`src/rtl/integration_scheduler_pkg.sv`:
```
// Shared types and helpers for the correlator integration scheduler.
// State encoding, default widths and lag-field packing.
package integration_scheduler_pkg;

    typedef enum logic [2:0] {
        ST_IDLE,
        ST_CLEAR,
        ST_INTEGRATE,
        ST_SNAP,
        ST_STEP
    } state_e;

    localparam int LAG_WIDTH_DEF  = 12;
    localparam int LEN_WIDTH_DEF  = 24;
    localparam int CFG_LINE_WIDTH = 8;

    // Bit position of line a inside a packed lag bus.
    function automatic int lag_lsb(input int line, input int width);
        return line * width;
    endfunction

endpackage

```
`src/rtl/integration_scheduler_lag_stepper.sv`:
```
// Per-line lag offset holder: base, scan flags and live auto/cross offsets.
// Steps or wraps the live offsets on request and reports a wrap.
module lag_stepper #(
    parameter int LAG_WIDTH = 12,
    parameter int MAX_AUTO  = 1,
    parameter int MAX_CROSS = 1
) (
    input  logic                 clk_i,
    input  logic                 rst_ni,
    input  logic                 cfg_we_i,
    input  logic                 cfg_live_i,
    input  logic [LAG_WIDTH-1:0] auto_base_i,
    input  logic [LAG_WIDTH-1:0] cross_base_i,
    input  logic                 scan_auto_i,
    input  logic                 scan_cross_i,
    input  logic                 step_i,
    output logic [LAG_WIDTH-1:0] auto_lag_o,
    output logic [LAG_WIDTH-1:0] cross_lag_o,
    output logic                 wrap_o
);

    localparam logic [LAG_WIDTH-1:0] AUTO_TOP  = LAG_WIDTH'(MAX_AUTO - 1);
    localparam logic [LAG_WIDTH-1:0] CROSS_TOP = LAG_WIDTH'(MAX_CROSS - 1);

    logic [LAG_WIDTH-1:0] auto_base_q, auto_base_d;
    logic [LAG_WIDTH-1:0] cross_base_q, cross_base_d;
    logic                 scan_auto_q, scan_auto_d;
    logic                 scan_cross_q, scan_cross_d;
    logic [LAG_WIDTH-1:0] auto_q, auto_d;
    logic [LAG_WIDTH-1:0] cross_q, cross_d;
    logic [LAG_WIDTH-1:0] auto_clamp, cross_clamp;
    logic                 auto_wrap, cross_wrap;

    // Clamp new bases, then pick next live offsets: compare before +1 so it never overflows.
    always_comb begin
        auto_clamp   = (auto_base_i > AUTO_TOP) ? AUTO_TOP : auto_base_i;
        cross_clamp  = (cross_base_i > CROSS_TOP) ? CROSS_TOP : cross_base_i;
        auto_wrap    = scan_auto_q && (auto_q >= AUTO_TOP);
        cross_wrap   = scan_cross_q && (cross_q >= CROSS_TOP);
        auto_base_d  = auto_base_q;
        cross_base_d = cross_base_q;
        scan_auto_d  = scan_auto_q;
        scan_cross_d = scan_cross_q;
        auto_d       = auto_q;
        cross_d      = cross_q;
        if (step_i && scan_auto_q) begin
            auto_d = auto_wrap ? auto_base_q : auto_q + 1'b1;
        end
        if (step_i && scan_cross_q) begin
            cross_d = cross_wrap ? cross_base_q : cross_q + 1'b1;
        end
        if (cfg_we_i) begin
            auto_base_d  = auto_clamp;
            cross_base_d = cross_clamp;
            scan_auto_d  = scan_auto_i;
            scan_cross_d = scan_cross_i;
            if (cfg_live_i) begin
                auto_d  = auto_clamp;
                cross_d = cross_clamp;
            end
        end
    end

    // Configuration and live offset registers.
    always_ff @(posedge clk_i or negedge rst_ni) begin
        if (!rst_ni) begin
            auto_base_q  <= '0;
            cross_base_q <= '0;
            scan_auto_q  <= 1'b0;
            scan_cross_q <= 1'b0;
            auto_q       <= '0;
            cross_q      <= '0;
        end else begin
            auto_base_q  <= auto_base_d;
            cross_base_q <= cross_base_d;
            scan_auto_q  <= scan_auto_d;
            scan_cross_q <= scan_cross_d;
            auto_q       <= auto_d;
            cross_q      <= cross_d;
        end
    end

    assign auto_lag_o  = auto_q;
    assign cross_lag_o = cross_q;
    assign wrap_o      = step_i && (auto_wrap || cross_wrap);

endmodule

```
`src/rtl/integration_scheduler.sv`:
```
// Integration cycle sequencer for the correlator counter bank:
// clear, integrate N ticks, snapshot handshake, then step lag offsets.
module integration_scheduler
    import integration_scheduler_pkg::*;
#(
    parameter int NUM_INPUTS    = 8,
    parameter int LAG_WIDTH     = LAG_WIDTH_DEF,
    parameter int MAX_LAG_AUTO  = 1,
    parameter int MAX_LAG_CROSS = 1,
    parameter int LEN_WIDTH     = LEN_WIDTH_DEF
) (
    input  logic                            sysclk,
    input  logic                            reset_n,
    input  logic                            tick,
    input  logic                            start,
    input  logic                            continuous,
    input  logic [LEN_WIDTH-1:0]            int_len,
    input  logic                            cfg_load,
    input  logic [CFG_LINE_WIDTH-1:0]       cfg_line,
    input  logic [LAG_WIDTH-1:0]            auto_base,
    input  logic [LAG_WIDTH-1:0]            cross_base,
    input  logic                            scan_auto,
    input  logic                            scan_cross,
    input  logic                            snapshot_ack,
    output logic                            counters_clear,
    output logic                            counters_enable,
    output logic                            snapshot_req,
    output logic [NUM_INPUTS*LAG_WIDTH-1:0] auto_lag,
    output logic [NUM_INPUTS*LAG_WIDTH-1:0] cross_lag,
    output logic                            busy,
    output logic                            scan_wrap
);

    state_e               state_q;
    logic [LEN_WIDTH-1:0] tick_cnt_q;
    logic                 clear_q;
    logic                 enable_q;
    logic                 req_q;
    logic                 busy_q;
    logic                 wrap_q;
    logic [NUM_INPUTS-1:0] wrap_w;
    logic                 cfg_live_w;
    logic                 step_w;
    logic                 last_tick_w;

    assign cfg_live_w  = (state_q == ST_IDLE);
    assign step_w      = (state_q == ST_STEP);
    assign last_tick_w = tick && (tick_cnt_q == LEN_WIDTH'(1));

    for (genvar i = 0; i < NUM_INPUTS; i++) begin : g_line
        logic                 we_w;
        logic [LAG_WIDTH-1:0] auto_w;
        logic [LAG_WIDTH-1:0] cross_w;

        assign we_w = cfg_load && (cfg_line == CFG_LINE_WIDTH'(i));

        lag_stepper #(
            .LAG_WIDTH (LAG_WIDTH),
            .MAX_AUTO  (MAX_LAG_AUTO),
            .MAX_CROSS (MAX_LAG_CROSS)
        ) u_stepper (
            .clk_i        (sysclk),
            .rst_ni       (reset_n),
            .cfg_we_i     (we_w),
            .cfg_live_i   (cfg_live_w),
            .auto_base_i  (auto_base),
            .cross_base_i (cross_base),
            .scan_auto_i  (scan_auto),
            .scan_cross_i (scan_cross),
            .step_i       (step_w),
            .auto_lag_o   (auto_w),
            .cross_lag_o  (cross_w),
            .wrap_o       (wrap_w[i])
        );

        assign auto_lag[lag_lsb(i, LAG_WIDTH) +: LAG_WIDTH]  = auto_w;
        assign cross_lag[lag_lsb(i, LAG_WIDTH) +: LAG_WIDTH] = cross_w;
    end

    // Sequencer FSM with registered outputs that follow the state being entered.
    always_ff @(posedge sysclk or negedge reset_n) begin
        if (!reset_n) begin
            state_q    <= ST_IDLE;
            tick_cnt_q <= '0;
            clear_q    <= 1'b0;
            enable_q   <= 1'b0;
            req_q      <= 1'b0;
            busy_q     <= 1'b0;
            wrap_q     <= 1'b0;
        end else begin
            clear_q <= 1'b0;
            wrap_q  <= 1'b0;
            unique case (state_q)
                ST_IDLE: begin
                    if (start) begin
                        state_q <= ST_CLEAR;
                        clear_q <= 1'b1;
                        busy_q  <= 1'b1;
                    end
                end
                ST_CLEAR: begin
                    tick_cnt_q <= (int_len == '0) ? LEN_WIDTH'(1) : int_len;
                    state_q    <= ST_INTEGRATE;
                    enable_q   <= 1'b1;
                end
                ST_INTEGRATE: begin
                    if (!start || last_tick_w) begin
                        state_q  <= ST_SNAP;
                        enable_q <= 1'b0;
                        req_q    <= 1'b1;
                    end else if (tick) begin
                        tick_cnt_q <= tick_cnt_q - 1'b1;
                    end
                end
                ST_SNAP: begin
                    if (snapshot_ack) begin
                        state_q <= ST_STEP;
                        req_q   <= 1'b0;
                    end
                end
                ST_STEP: begin
                    wrap_q <= |wrap_w;
                    if (start && continuous) begin
                        state_q <= ST_CLEAR;
                        clear_q <= 1'b1;
                    end else begin
                        state_q <= ST_IDLE;
                        busy_q  <= 1'b0;
                    end
                end
                default: begin
                    state_q  <= ST_IDLE;
                    enable_q <= 1'b0;
                    req_q    <= 1'b0;
                    busy_q   <= 1'b0;
                end
            endcase
        end
    end

    assign counters_clear  = clear_q;
    assign counters_enable = enable_q;
    assign snapshot_req    = req_q;
    assign busy            = busy_q;
    assign scan_wrap       = wrap_q;

endmodule

```
`config.mk`:
```
export PLATFORM = sky130hd
export DESIGN_NAME = integration_scheduler
export DESIGN_NICKNAME = d
export VERILOG_FILES = /design/src/rtl/integration_scheduler_pkg.sv /design/src/rtl/integration_scheduler_lag_stepper.sv /design/src/rtl/integration_scheduler.sv
export SDC_FILE = /design/constraint.sdc
export NUM_CORES = 1
export LEC_CHECK = 0
export CAP_MARGIN = 40
export CORE_ASPECT_RATIO = 1.4
export CORE_UTILIZATION = 35
export CTS_CLUSTER_DIAMETER = 150
export DETAILED_ROUTE_END_ITERATION = 7
export GPL_TIMING_DRIVEN = 0
export PLACE_DENSITY = 0.59
export SLEW_MARGIN = 20
export SYNTH_ARGS = -nofsm -noshare
export SYNTH_HDL_FRONTEND = slang
export SYNTH_SLANG_ARGS = --single-unit
```
`constraint.sdc`:
```
create_clock -name sysclk -period 2.65 [get_ports sysclk]
set_clock_uncertainty 0.2 [all_clocks]
set_input_delay 0.6625 -clock sysclk [delete_from_list [all_inputs] [get_ports sysclk]]
set_output_delay 0.6625 -clock sysclk [all_outputs]
set_load 0.005 [all_outputs]
```
=== After elaboration in Yosys (flattened, before gate mapping) ===
Cells that the tools add are included.

* Register bits after elaboration: 432
* Input port bits: 65

* Eq/ne operators: 18
* Add/sub/neg operators: 17
* $lt $le $gt $ge: 18
* Bitwise logic cells: 3
* Multiplexer cells: 87
* Reduce and logical (&&, ||, !) cells: 73

{| class="wikitable"
|+ Operators with widths
! cell !! number
|-
| 2-to-1 mux 12 bit || 66
|-
| adder 12 x 1 -> 12 bit (second input constant) || 16
|-
| greater-or-equal comparator 12 x 1 -> 1 bit (second input constant) || 16
|-
| 2-to-1 mux 24 bit || 3
|-
| logical AND 1 bit || 50
|-
| one-hot mux 24 bit (2 select lines) || 1
|-
| == test 8 x 3 -> 1 bit (second input constant) || 4
|-
| == test 24 x 1 -> 1 bit (second input constant) || 1
|-
| greater-than comparator 12 x 1 -> 1 bit (second input constant) || 2
|-
| zero test 24 bit || 1
|-
| subtractor 24 x 1 -> 24 bit (second input constant) || 1
|-
| == test 8 x 2 -> 1 bit (second input constant) || 2
|-
| one-hot mux 3 bit (5 select lines) || 1
|-
| != test 2 bit (second input constant) || 6
|-
| AND reduction 3 bit || 4
|-
| logical OR 1 bit || 9
|-
| 2-to-1 mux 1 bit || 9
|-
| 2-to-1 mux 3 bit || 3
|-
| one-hot mux 1 bit (3 select lines) || 3
|-
| OR reduction 3 bit || 3
|-
| == test 8 x 1 -> 1 bit (second input constant) || 1
|-
| zero test 8 bit || 1
|-
| OR reduction 8 bit || 1
|-
| == test 3 x 2 -> 1 bit (second input constant) || 2
|-
| 8 further kinds || 10
|}

=== Depth between registers and ports, before layout ===
Gate-level depths: netlist of run 1.

* Word-level depth: 6
* Gate-level depth with buffers: 8
* Mapped depth without buffers: 7

=== By module ===
A second synthesis of run 1 with hierarchy kept.

* Cells, all modules: 1607
* Area, all modules: 19264.7 um^2

{| class="wikitable"
|+ By module, submodules not included
! module !! times used !! seq. area each (um^2) !! area each (um^2) !! cells an instance
|-
| lag_stepper || 8 || 1251.2 || 2123.3 || 167
|-
| integration_scheduler || 1 || 800.8 || 2278.4 || 271
|}

=== Worst setup path before layout of run 1 ===
Ideal clock, no wire load.

* Path type: input-to-reg
* From: input port cfg_line[3]
* To: register g_line[3].u_stepper.cross_q[1]
* Required time: 2329 ps
* Setup time: 121 ps
* Arrival: 2272 ps
* Stages on the path: 7
* Path slack: 57 ps
* Cell sequence: nor4_1 -> nand3_1 -> or3b_1 -> clkbuf_1 -> nor2_1 -> buf_2 -> nor2_1

* Word-level cells in the longest chain between the ends: 3

{| class="wikitable"
|+ RTL lines
! item !! RTL line !! RTL
|-
| from (decl) || integration_scheduler.sv:19 || <nowiki>input logic [CFG_LINE_WIDTH-1:0] cfg_line,</nowiki>
|-
| == test 8 x 2 -> 1 bit || integration_scheduler.sv:55 || <nowiki>assign we_w = cfg_load && (cfg_line == CFG_LINE_WIDTH'(i));</nowiki>
|-
| logical AND 1 bit || integration_scheduler.sv:55 ||
|-
| 2-to-1 mux 12 bit || integration_scheduler_lag_stepper.sv:52 || <nowiki>if (cfg_we_i) begin</nowiki>
|-
| via g_line[3].u_stepper.cross_d[1] || integration_scheduler_lag_stepper.sv:30 || <nowiki>logic [LAG_WIDTH-1:0] cross_q, cross_d;</nowiki>
|-
| to (signal assigned) || integration_scheduler_lag_stepper.sv:79 || <nowiki>cross_q <= cross_d;</nowiki>
|-
| to (decl) || integration_scheduler_lag_stepper.sv:30 ||
|}

The timed path passes the listed nets, and every way through them passes these cells.
A chain may end at the register's enable or synchronous reset.

=== Worst setup path in the final report of run 1 ===
* From: register tick_cnt_q[0]
* To: register tick_cnt_q[18]

* Word-level cells in the longest chain between the ends: 5

{| class="wikitable"
|+ RTL lines
! item !! RTL line !! RTL
|-
| from (decl) || integration_scheduler.sv:35 || <nowiki>logic [LEN_WIDTH-1:0] tick_cnt_q;</nowiki>
|-
| from (signal assigned) || integration_scheduler.sv:102 || <nowiki>tick_cnt_q <= (int_len == '0) ? LEN_WIDTH'(1) : int_len;</nowiki>
|-
| from (signal assigned) || integration_scheduler.sv:112 || <nowiki>tick_cnt_q <= tick_cnt_q - 1'b1;</nowiki>
|-
| parallel branches: the longest is 5 deep, another holds subtractor 24 x 1 -> 24 bit || n/a ||
|}

Parallel ways; which one is timed is not known. The select of a mux whose other input is x is not followed.

==> results of run 1 <==
[Yosys cell counts (all sizes together) (4+ instances only)]
cell type | count | share of area, %
dfrtp | 432 | 65
nand2 | 208 | 4.7
nor2 | 135 | 3.0
and2 | 123 | 4.6
a21oi | 108 | 3.2
mux2i | 97 | 5.8
nor2b | 75 | 2.8
clkbuf | 70 | 1.6
buf | 21 | 0.67
and3 | 18 | 0.68
nor4 | 18 | 0.71
mux2 | 17 | 1.2
o22a | 15 | 0.79
nor3 | 14 | 0.42
a31oi | 12 | 0.45
inv | 9 | 0.20
a211oi | 8 | 0.36
o21ai | 8 | 0.26
a221oi | 6 | 0.32
nand3 | 6 | 0.18
nand4 | 6 | 0.23
o221a | 6 | 0.41
a41oi | 4 | 0.21
nand2b | 4 | 0.15
o22ai | 4 | 0.15
o2bb2ai | 4 | 0.21
[flip-flops by register name, indices dropped and copies added (netlist names)]
signal                         count
busy                               1
counters_clear                     1
counters_enable                    1
g_line.u_stepper.auto_base_q      96
g_line.u_stepper.auto_lag_o       96
g_line.u_stepper.cross_base_q     96
g_line.u_stepper.cross_lag_o      96
g_line.u_stepper.scan_auto_q       8
g_line.u_stepper.scan_cross_q      8
scan_wrap                          1
snapshot_req                       1
state_q                            3
tick_cnt_q                        24
[repair_timing]
item | 4_1_cts | 5_1_grt
cloned | 0 | 0
hold buffers | 1 | 0
hold endpoints to repair | 89 | 0
pin swaps | 3 | 2
endpoints found under the setup margin | 323 | 206
resized for setup | 27 | 29
setup buffers | 4 | 7
[cell families (layout without fill, tap and decap cells)]
family,count (synthesis),count (layout),share of synthesized area [%]
compound gates,186,186,6.97
fa+ha+maj,2,2,0.150
buf+inv,101,427,2.47
flops,432,432,65.0
mux,114,114,6.99
simple gates,624,624,18.4
[final cells by class]
type | instances | area (µm²)
fillers | 4351 | 25200
flip-flops and latches | 432 | 10800
multi-input cells | 926 | 5580
repair buffers | 253 | 2580
clock buffers | 56 | 1240
well taps | 624 | 781
plain buffers | 85 | 393
clock inverters | 23 | 305
inverters | 10 | 41.3
[report_power, final]
group	internal (mW)	leakage, nW	switching, mW	total (mW)
clock	3.99	0.761	2.60	6.59
combinational	2.09	3.78	1.90	4.00
sequential	7.46	5.02	0.725	8.19
[routing by layer]
metal	up-vias	GRT usage [%]	wire length [µm]
met5	-	0	12
met4	2	5.12	947
met3	63	4.30	2580
met2	259	30.3	20800
met1	5679	21.0	16700
li1	5445	-	-
[metrics by stage]
stage | hold slack, ps | instance area [µm²]
4_1_cts | 288 | 21600
3_5_place_dp | 271 | 19900
3_3_place_gp | 268 | 19800
5_1_grt | 295 | 21700
6_report | 282 | 21700
2_1_floorplan | 167 | 16600
[final timing paths]
| path | cells past startpoint | to | slack (ps) | startpoint |
|---|---|---|---|---|
| worst max-delay path | 7 | tick_cnt_q[18]$_DFFE_PN0P_ | 20 | tick_cnt_q[0]$_DFFE_PN0P_ |
| worst min-delay path | 1 | g_line[5].u_stepper.auto_base_q[3]$_DFFE_PN0P_ | 280 | g_line[5].u_stepper.auto_base_q[3]$_DFFE_PN0P_ |
| worst max register to register | 7 | tick_cnt_q[18]$_DFFE_PN0P_ | 20 | tick_cnt_q[0]$_DFFE_PN0P_ |
| worst min register to register | 1 | g_line[5].u_stepper.auto_base_q[3]$_DFFE_PN0P_ | 280 | g_line[5].u_stepper.auto_base_q[3]$_DFFE_PN0P_ |
| max in group asynchronous | 4 | g_line[5].u_stepper.cross_lag_o[4]$_DFF_PN0_ | 460 | reset_n |
| min in group asynchronous | 2 | g_line[0].u_stepper.cross_lag_o[1]$_DFF_PN0_ | 540 | reset_n |
==> results.yml, run 1 <==
cells_and_area:
  final_cells: 2409
  drive_above_1_share_pct: 9.58
  syn_to_final_growth_pct: 30.6
  num_antenna_cells: 0
  final_common_cell: "dfrtp_1"
  layout_common_cells: "dfrtp_1 (431), clkdlybuf4s50_1 (234), nand2_1 (207)"
  final_core_util_pct: 46.3
  nets: 1820
sta:
  period_share_pct: 99.1
  setup_viol: 0
  rsz0062_at_grt: "yes"
  setup_slack_ps: 23.9
  fin_crit_ps: 2630
  worst_pin_slew_ps: 719
  timing.setup.tns_ps: 0
  finalHoldViolCount: 0
  slew_headroom_pct: 52.1
  finalMaxSlewViolations: 0
  max_freq_mhz: 381
setup_path:
  worst-setup-path-type: "reg2reg"
  cp_slowest_cell: "or4_1"
  crit_chain: "inv_1 > ha_1 > nor4b_4 > nand4_1 > or4_1 > a221oi_1 > o22ai_1"
  startpoint_type: "register"
  cp_max_fo: 5
  crit_required_ps: 2870
  path_buf_inv: 1
  slowest_delay_ps: 490
  arrival_ps: 2850
  critPathTopFamily: "simple AND/OR/NAND/NOR gates"
  end_kind: "register"
outcome:
  status: "complete, no violations"
drt:
  via_per_inst: 4.75
  route.detailed.drc: 0
  drt_pass1_iterations: 4
  drt_iter0_markers: 611
  post_drt_wl_per_cell_um: 17.0
  ant_nets: 0
  drt-total-wl_mm: 41.1
  num_vias: 11400
power_and_ir_drop:
  leakagePower_nw: 9.55
  p_per_area_mw_per_mm2: 864
  vdd_drop_max_mv: 0.576
  finalPower_mw: 18.8
logic_synthesis:
  ys_async_sr_fraction_pct: 100
  synth_area_mm2: 0.0166
  avgSynthCellArea_um2: 11.4
  synth_fp_nets: 1526
  syn_inst: 1459
  synth_seq_cells: 432
  ys_seq_area_share_pct: 65.0
  synth_edf_count: 0
  synthFlopType: "dfrtp_1"
  ys_types: 53
  yosys_warnings: 0
floorplanning:
  die_h_um: 260
  dieWidth_um: 186
  die_area_mm2: 0.0484
  row_count: 94
  io_pins: 262
  core_mm2: 0.0469
  initial_core_util_pct: 35.5
worst_hold_path:
  hold_class: "reg2reg"
placement:
  portBuffers: 235
  gp_congestion: 0.882
  place_inst: 2324
  pre_cts_ws_ps: -1200
  hpwl_mm: 28.5
clocking:
  clk-insertion-delay-late_ps: 540
  clock_sinks: 432
  clock_path_buffers: 3
  cts_buffers: 45
  tritoncts: "yes"
  clock-root-buffer: "clkbuf_16"
  clkTransAtPathRegs_ps: 60
  h-tree-depth: 2
global_route:
  antenna_found_initial: 1
  grt_pass1_vias: 12100
  grt-ovfl-total: 0
  grt_pass1_wl_mm: 66.4
  grt_usage_pct: 17.4
  grt_max_degree: 102
job:
  maxCapViolations: 0
(Power assumes the default switching activity.)
==> run 2, diff against run 1 <==
ABC_AREA = 1   (was unset)
==> run 2 against run 1 <==
Net effect:
- first-iteration DRC count fell by 0.16%
- critical path type is now reg2out
- final cell count rose by 27%
- count of clock-buffer cells in the layout rose by 7
- setup slack improved by 260 ps
- critical path depth fell by 6
- non-clock buffer count fell by 22
- critical endpoint is now auto_lag[41]
- global-route usage fell by 0.10 points
- sequential share of layout area fell by 2.3 points
- sequential power rose by 6.0%
- fmax rose by 11%
==> results.yml, run 2 <==
floorplanning:
  dieWidth_um: 194
  row_count: 97
  die_area_mm2: 0.0523
  io_pins: 262
  die_h_um: 270
  initial_core_util_pct: 35.7
  core_mm2: 0.0504
setup_path:
  slowest_delay_ps: 590
  timing.rr.start: "state_q[1]$_DFFE_PN0P_"
  critPathTopFamily: "buffers and inverters"
  worst_r2r_path_depth: 8
  startpoint_type: "register"
  crit_chain: "clkdlybuf4s50_1"
  path_buf_inv: 1
  reg2reg_slack_ps: 400
  crit_required_ps: 1790
  cp-startpoint: "g_line[3].u_stepper.auto_lag_o[5]$_DFF_PN0_"
  r2r-end: "g_line[7].u_stepper.auto_lag_o[7]$_DFF_PN0_"
  cp_max_fo: 2
  cp_slowest_cell: "clkdlybuf4s50_1"
  cp-endpoint: "auto_lag[41]"
  arrival_ps: 1500
  worst-setup-path-type: "reg2out"
  end_kind: "primary output"
  path_depth: 1
cells_and_area:
  multiInputGateArea_mm2: 0.00500
  syn_to_final_growth_pct: 26.6
  final_core_util_pct: 45.2
  final_common_cell: "nand2_1"
  finish.instance_area_mm2: 0.0228
  nFillCells: 4858
  layout_common_cells: "nand2_1 (551), dfrtp_1 (432), inv_1 (431)"
  register_area_mm2: 0.0108
  nets: 2443
  drive_above_1_share_pct: 7.65
logic_synthesis:
  synth_commonest_cells: "nand2_1 (551), dfrtp_1 (432), inv_1 (431)"
  syn_inst: 2088
  synth.area.top_cells: "dfrtp_1 (60%), nand2_1 (12%), inv_1 (9.0%)"
  yosys.area.top_type: "dfrtp_1"
  yosys_warnings: 0
  synth_seq_cells: 432
  ys_seq_area_share_pct: 60.1
  ys_types: 35
  synthFlopType: "dfrtp_1"
  synth_top_area_share_pct: 60.1
  synth_fp_nets: 2155
  avgSynthCellArea_um2: 8.61
  synth_most_common_cell: "nand2_1"
  ys_async_sr_fraction_pct: 100
  synth_area_mm2: 0.0180
  synth_edf_count: 0
worst_hold_path:
  hold_class: "reg2reg"
clocking:
  clk-insertion-delay-late_ps: 550
  clock_path_buffers: 3
  clock-root-buffer: "clkbuf_16"
  cts_buffers: 44
  tritoncts: "yes"
  clock_sinks: 432
  clkTransAtPathRegs_ps: 60
  h-tree-depth: 2
global_route:
  grt-ovfl-total: 0
  antenna_found_initial: 2
  grt_max_degree: 103
  grt_pass1_vias: 13900
  grt_pass1_wl_mm: 72.4
  grt_usage_pct: 17.3
placement:
  hpwl_mm: 31.7
  placed_area_mm2: 0.0213
  pre_cts_ws_ps: -263
  portBuffers: 237
  gp_congestion: 0.864
sta:
  period_share_pct: 89.3
  max_freq_mhz: 423
  worst_pin_slew_ps: 641
  slew_headroom_pct: 57.1
  rsz0062_at_grt: "no"
  finalHoldViolCount: 0
  fin_crit_ps: 2370
  setup_slack_ps: 284
  hold_ws_ps: 281
  setup_viol: 0
  finalMaxSlewViolations: 0
  timing.setup.tns_ps: 0
drt:
  post_drt_wl_per_cell_um: 14.4
  drt_iter0_markers: 610
  via_per_inst: 4.45
  route.detailed.drc: 0
  drt-total-wl_mm: 43.9
  ant_nets: 0
  num_vias: 13600
  drt_pass1_iterations: 5
outcome:
  status: "complete, no violations"
job:
  maxCapViolations: 0
power_and_ir_drop:
  vdd_drop_max_mv: 0.483
  leakagePower_nw: 12.7
  p_per_area_mw_per_mm2: 905
-- run 2: cell count changes in the layout (fill, tap and decap cells not counted), sizes merged, moves of 18 or more --
cell and change:
nand2 +363, nand3 +25, mux2i -91, and2 -123, nor2b -75, o21ai +221
inv +425, and3 -18, nor2 +137, buf +32, clkbuf -49, a21oi -106
-- run 2: what timing repair did --
action,in CTS,in global routing
hold buffers,1,0
hold endpoints to repair,56,0
setup buffers,0,0
resized for setup,0,0
setup endpoints to repair,0,0
-- run 2: per-layer routing --
| layer | track usage (%) | share of wire (%) | vias to the layer above |
|---|---|---|---|
| li1 | - | - | 6758 |
| met1 | 20.6 | 42 | 6495 |
| met2 | 30.9 | 51 | 254 |
| met3 | 3.73 | 4.8 | 55 |
| met4 | 5.31 | 2.2 | 0 |
| met5 | 0 | 0 | - |
-- run 2: logic make-up (layout without fill, tap and decap cells) --
logic type	Yosys count	in the layout	synth area share, %
simple gates	895	895	20.3
buf+inv	509	827	12.1
flops	432	432	60.1
compound gates	239	239	6.78
mux	6	6	0.334
xor+xnor	5	5	0.244
fa+ha+maj	2	2	0.139
other cells	0	2	0
-- run 2: area by class of cell --
type,instances,share of cell area [%]
Multi-Input combinational cell,1147,22.0
Clock inverter,13,0.627
Inverter,435,7.19
Buffer,74,2.35
Timing Repair Buffer,242,11.0
Tap cell,643,3.54
Antenna cell,2,0.0220
Clock buffer,63,5.82
Sequential cell,432,47.5
-- run 2: power by group --
| part | internal (mW) | leakage [nW] | switching, mW |
|---|---|---|---|
| combinational | 2.69 | 6.88 | 2.94 |
| clock | 3.74 | 0.732 | 2.53 |
| sequential | 7.83 | 5.07 | 0.853 |
-- run 2: worst min path at each step --
stage / from / endpoint / slack [ps] / cells past startpoint
after global routing: g_line[3].u_stepper.cross_base_q[10]$_DFFE_PN0P_ / g_line[3].u_stepper.cross_base_q[10]$_DFFE_PN0P_ / 300 / 2
final: g_line[1].u_stepper.cross_base_q[9]$_DFFE_PN0P_ / g_line[1].u_stepper.cross_base_q[9]$_DFFE_PN0P_ / 280 / 2
after global placement: g_line[3].u_stepper.scan_cross_q$_DFFE_PN0P_ / g_line[3].u_stepper.scan_cross_q$_DFFE_PN0P_ / 270 / 2
after floorplan: reset_n / busy$_DFFE_PN0P_ / 170 / 0
after CTS: g_line[1].u_stepper.cross_base_q[9]$_DFFE_PN0P_ / g_line[1].u_stepper.cross_base_q[9]$_DFFE_PN0P_ / 290 / 2
after detailed placement: counters_enable$_DFFE_PN0P_ / counters_enable$_DFFE_PN0P_ / 270 / 2
-- run 2: worst register-to-register path, cell delays in order, from the launching register on --
cell,delay [ps]
dfrtp_1,420
inv_2,90
nand2_2,120
nor2_2,330
buf_2,460
nand2_2,180
buf_2,240
nand2_1,90
inv_1,40
-- run 2: stage by stage --
stage	power [mW]	instances
after detailed placement	14.5	2972
after global routing	22.0	3051
after floorplan	11.6	2088
after global placement	14.4	2968
after CTS	20.9	3049
final	20.6	3051
==> run 3, diff against run 2 <==
PLACE_DENSITY = 0.56   (was 0.59)
clock period = 2.75 ns   (was 2.65 ns; I/O delays follow)
==> run 3 against run 2 <==
Net effect:
- first-iteration DRC count increased by 5.2%
- non-clock buffer count unchanged
- global-route usage decreased by 0.31 points
==> results.yml, run 3 (same netlist as run 2, synthesis figures left out) <==
outcome:
  status: "complete, no violations"
clocking:
  clock-root-buffer: "clkbuf_16"
  clock_sinks: 432
  clkTransAtPathRegs_ps: 60
  h-tree-depth: 2
  clock_path_buffers: 3
  cts_resized: 0
  tritoncts: "yes"
  clk-insertion-delay-late_ps: 550
  cts_buffers: 44
placement:
  hpwl_mm: 31.5
  gp_congestion: 0.856
  portBuffers: 237
sta:
  max_freq_mhz: 402
  period_share_pct: 90.5
  worst_pin_slew_ps: 564
  timing.setup.tns_ps: 0
  finalHoldViolCount: 0
  finalMaxSlewViolations: 0
  fin_crit_ps: 2490
  slew_headroom_pct: 62.4
  rsz0062_at_grt: "no"
  setup_viol: 0
drt:
  drt_iter0_markers: 642
  via_per_inst: 4.44
  post_drt_wl_per_cell_um: 14.3
  drt_pass1_iterations: 5
  top_layer: "met5"
  met3_length_mm: 1.92
  ant_nets: 0
  dr_wl_met2_mm: 22.0
  num_vias: 13500
  wl_met1_mm: 18.6
  route.detailed.drc: 0
  drt-total-wl_mm: 43.6
worst_hold_path:
  hold_class: "reg2reg"
  hold_depth: 2
setup_path:
  arrival_ps: 2730
  worst-setup-path-type: "in2reg"
  worst_r2r_path_depth: 8
  timing.rr.start: "state_q[1]$_DFFE_PN0P_"
  end_kind: "register"
  cp-startpoint: "cfg_line[7]"
  startpoint_type: "input pin"
  reg2reg_slack_ps: 430
  crit_required_ps: 2990
  r2r-end: "g_line[6].u_stepper.auto_lag_o[5]$_DFF_PN0_"
  cp_max_fo: 10
  cp-endpoint: "g_line[3].u_stepper.auto_lag_o[9]$_DFF_PN0_"
power_and_ir_drop:
  vdd_drop_max_mv: 0.605
  p_per_area_mw_per_mm2: 864
  leakagePower_nw: 12.6
  p_switching_mw: 6.11
  combPwrFrac_pct: 27.6
  swShare_pct: 31.2
  pwr-share-clk_pct: 29.7
  power_frac_seq_pct: 42.7
  internal-power_mw: 13.5
cells_and_area:
  final_common_cell: "nand2_1"
  syn_to_final_growth_pct: 26.1
  multiInputGateArea_mm2: 0.00500
  nets: 2443
  register_area_mm2: 0.0108
  final_core_util_pct: 45.0
  drive_above_1_share_pct: 7.52
  nFillCells: 4928
  num_antenna_cells: 0
  layout_common_cells: "nand2_1 (551), dfrtp_1 (432), inv_1 (431)"
global_route:
  grt-ovfl-total: 0
  antenna_found_initial: 2
  grt_pass1_wl_mm: 71.9
  grt_max_degree: 102
  grt_usage_pct: 17.0
  grt_pass1_vias: 13600
floorplanning:
  die_area_mm2: 0.0523
  initial_core_util_pct: 35.7
  dieWidth_um: 194
  die_h_um: 270
  core_mm2: 0.0504
  row_count: 97
  io_pins: 262
job:
  maxCapViolations: 0
## run 3: worst min-delay path by stage
stage | startpoint | endpoint | slack, ps
6_report | g_line[4].u_stepper.cross_base_q[5]$_DFFE_PN0P_ | g_line[4].u_stepper.cross_base_q[5]$_DFFE_PN0P_ | 280
2_1_floorplan | reset_n | busy$_DFFE_PN0P_ | 190
5_1_grt | g_line[0].u_stepper.auto_base_q[3]$_DFFE_PN0P_ | g_line[0].u_stepper.auto_base_q[3]$_DFFE_PN0P_ | 300
3_3_place_gp | counters_enable$_DFFE_PN0P_ | counters_enable$_DFFE_PN0P_ | 270
4_1_cts | g_line[2].u_stepper.auto_base_q[8]$_DFFE_PN0P_ | g_line[2].u_stepper.auto_base_q[8]$_DFFE_PN0P_ | 290
3_5_place_dp | counters_enable$_DFFE_PN0P_ | counters_enable$_DFFE_PN0P_ | 270
## run 3: what timing repair did
item / 4_1_cts / 5_1_grt
endpoints found under the hold margin: 68 / 0
hold buffers: 1 / 0
setup buffers: 0 / 0
## run 3: metal layers
metal  vias to the layer above  GRT usage [%]
met1                      6431           20.8
met3                        63           2.83
met4                         4           5.07
met5                         -              0
met2                       280           30.4
li1                       6762              -
## run 3: layout make-up
type,count,area share (%)
Clock inverter,14,0.497
Buffer,74,2.36
Inverter,435,7.21
Sequential cell,432,47.7
Tap cell,643,3.55
Clock buffer,63,5.66
Multi-Input combinational cell,1147,22.0
Timing Repair Buffer,242,11.0
## run 3: power by group through the flow
stage               clock (mW)  combinational, mW  sequential [mW]
floorplan                    0               2.85             8.32
global placement             0               5.33             8.52
detailed placement           0               5.45             8.50
CTS                       6.03               5.49             8.40
global route              6.25               6.13             8.51
finish                    5.82               5.40             8.37
## run 3: through the flow
stage	cells	worst slack, ps	hold WS [ps]	area [µm²]	power [mW]
finish	3050	260	283	22700	19.6
global route	3050	39.6	296	22700	20.9
CTS	3050	243	290	22700	19.9
detailed placement	2972	-338	274	21300	14.0
global placement	2968	-18210	265	21200	13.9
floorplan	2088	742	192	18000	11.2
## run 3: critical path, cell delays in order
cell	delay (ps)
clkdlybuf4s50_1	400
nor2_1	150
nand2_1	90
nor4_2	310
inv_1	280
nor2_4	300
nand2_2	210
buf_6	200
nand2_1	60
inv_1	40
==> patch (config.mk and constraints of run 2) <==
Register the output `counters_clear` once more, with the module's reset; this adds one clock of latency there. The other outputs are not delayed to match.
--- a/src/rtl/integration_scheduler.sv
+++ b/src/rtl/integration_scheduler.sv
@@ -140,3 +140,9 @@
 
-    assign counters_clear  = clear_q;
+    always_ff @(posedge sysclk or negedge reset_n) begin
+        if (!reset_n) begin
+            counters_clear <= '0;
+        end else begin
+            counters_clear <= clear_q;
+        end
+    end
     assign counters_enable = enable_q;
Formal check against the unedited RTL: not equivalent (Yosys sat finds a counterexample within 4 cycles, from zero or initial values and one cycle with reset_n low).
==> patch against run 2 <==
  * The flow now finishes with violations (negative hold slack)
  * Sequential cell count is 1 higher
  * Cell area fell by 0.56%
  * Global-route usage shrank 0.057 points
  * Area after synthesis down 1.5%
  * Final cell count barely moved
  * Power grew 1.5%
  * Sequential power about the same
  * Hold slack worse by 0.42 ns
  * Count of clock-buffer cells in the layout grew 4
  * Wire length down 2.0%
  * Setup slack worse by 0.069 ns
  * Non-clock buffer count grew 1
  * Sequential share of layout area up 0.38 points
  * Highest routed layer unchanged
==> patch: results (changes against run 2) <==
Run status
  – Status: complete, but fails checks
  – Failing checks: negative hold slack

Detailed routing
  – Initial DRC Count: 553 (-9.3%)
  – DR pass1 iterations: 4 (-1)
  – Met1 WL: 18.07 mm (-1.7%)
  – Routed wl met3: 2.263 mm (+6.4%)
  – Via count: 13520 (-0.29%)
  – Detail Route met2 WL: 21.53 mm (-3.9%)

Global route
  – Initial antenna violation count: 0 (-2)
  – GR Layer Usage met1: 20.94% (+0.34 points)
  – Met3 Usage GRT: 3.918% (+0.18 points)
  – Met2 global-route usage: 29.77% (-1.1 points)
  – Total Routing Usage GR: 17.22% (-0.057 points)
  – Largest net degree at the start of global routing: 96 (-6.8%)
  – First-pass GRT wire length: 70.39 mm (-2.8%)

Synth
  – Top post-synthesis cells by count: 547 x nand2_1, 434 x inv_1, 433 x dfrtp_1
  – Syn Inst Count: 2087 (-0.048%)
  – Post-synthesis sequential area ratio: 61.19% (+1.1 points)
  – Post-synth cell types: 33 (-5.7%)
  – Ranking of synthesized cells by area: dfrtp_1 61%, nand2_1 12%, inv_1 9.2%

Power and ir drop
  – Leak: 12.48 nW (-1.6%)
  – VDD IR max: 578.2 uV (+20%)

Cells and area
  – Final Net Count: 2444 (+0.041%)
  – Layout cell share with drive strength beyond 1: 6.766% (-0.88 points)

Setup path
  – Largest fanout on the critical path: 10 (+8)
  – Critical Path AT: 2.69 ns (+1.19 ns)

Timing
  – Hold WS: -0.1428 ns (-0.4242 ns)
  – Final hold vios: 71 (+71)

Clocking
  – CTS Buf Count: 46 (+4.5%)

Placed design
  – DP HPWL: 30.72 mm (-3.2%)
  – Placed cell area: 0.02101 mm^2 (-1.2%)
[patch: changes by cell type in the layout (fill, tap and decap cells not counted), sizes merged, moves of 3 or more]
cell	before	now
clkbuf	74	83
nand2	571	563
clkinv	9	4
inv	435	440
mux2i	6	1
a21oi	2	5
buf	68	65
bufinv	3	6
nand4	13	16
nor2	272	275
[patch: what timing repair did]
| action | in CTS | in global routing |
|---|---|---|
| gates resized for setup | 0 | 1 |
| endpoints found under the setup margin | 0 | 20 |
| endpoints found under the hold margin | 71 | 71 |
[patch: critical path, cell delays in order]
cell	delay (ns)
clkdlybuf4s50_1	0.45
inv_1	0.05
nor2_1	0.08
nand4_1	0.33
nor2_2	0.45
nand2_1	0.27
buf_2	0.26
nand2_1	0.09
inv_1	0.04
[patch: cell type report]
type / instances / area [um^2]
plain buffers: 75 / 370.4
well taps: 643 / 804.5
flip-flops and latches: 433 / 10840
repair buffers: 242 / 2499
clock buffers: 67 / 1374
inverters: 437 / 1640
multi-input cells: 1142 / 4866
clock inverters: 13 / 235.2
fillers: 4881 / 27380
[patch: path summary, 6_finish.rpt]
path                                        startpoint                                      endpoint  slack (ns)  cells past startpoint
worst min register to register       clear_q$_DFF_PN0_                      counters_clear$_DFF_PN0_        0.15                      0
min in group sysclk                  clear_q$_DFF_PN0_                      counters_clear$_DFF_PN0_        0.15                      0
worst max-delay path                          cfg_load  g_line[6].u_stepper.cross_lag_o[2]$_DFF_PN0_        0.22                      9
max in group asynchronous                      reset_n  g_line[5].u_stepper.cross_lag_o[4]$_DFF_PN0_        0.55                      4
worst min-delay path                           reset_n  g_line[2].u_stepper.cross_lag_o[3]$_DFF_PN0_       -0.14                      1
worst max register to register  state_q[1]$_DFFE_PN0P_  g_line[3].u_stepper.auto_lag_o[10]$_DFF_PN0_        0.44                      7
[patch: power breakdown]
part / switching, mW / internal, mW
logic: 2.79 / 2.63
registers: 0.824 / 7.85
clock network: 2.63 / 4.18
total: 6.25 / 14.7
[patch: through the flow]
step	TNS (ns)	setup WS (ns)	power [mW]	hold WS, ns
2_1_floorplan	0	0.6444	11.41	0.1312
3_3_place_gp	-7988.26	-18.36	14.12	0.1379
3_5_place_dp	-88.89	-0.4644	14.26	0.1385
4_1_cts	0	0.1469	21.23	-0.1466
5_1_grt	0	0.02554	22.29	-0.1109
6_report	0	0.2157	20.91	-0.1428
[patch: kinds of logic (layout without fill, tap and decap cells)]
family          after synthesis  count (layout)  synth area share (%)
simple gates                895             895                 20.19
buf+inv                     512             834                 11.36
flops                       433             433                 61.19
compound gates              240             240                 6.868
xor+xnor                      4               4                0.1979
fa+ha+maj                     2               2                0.1413
mux                           1               1               0.05653
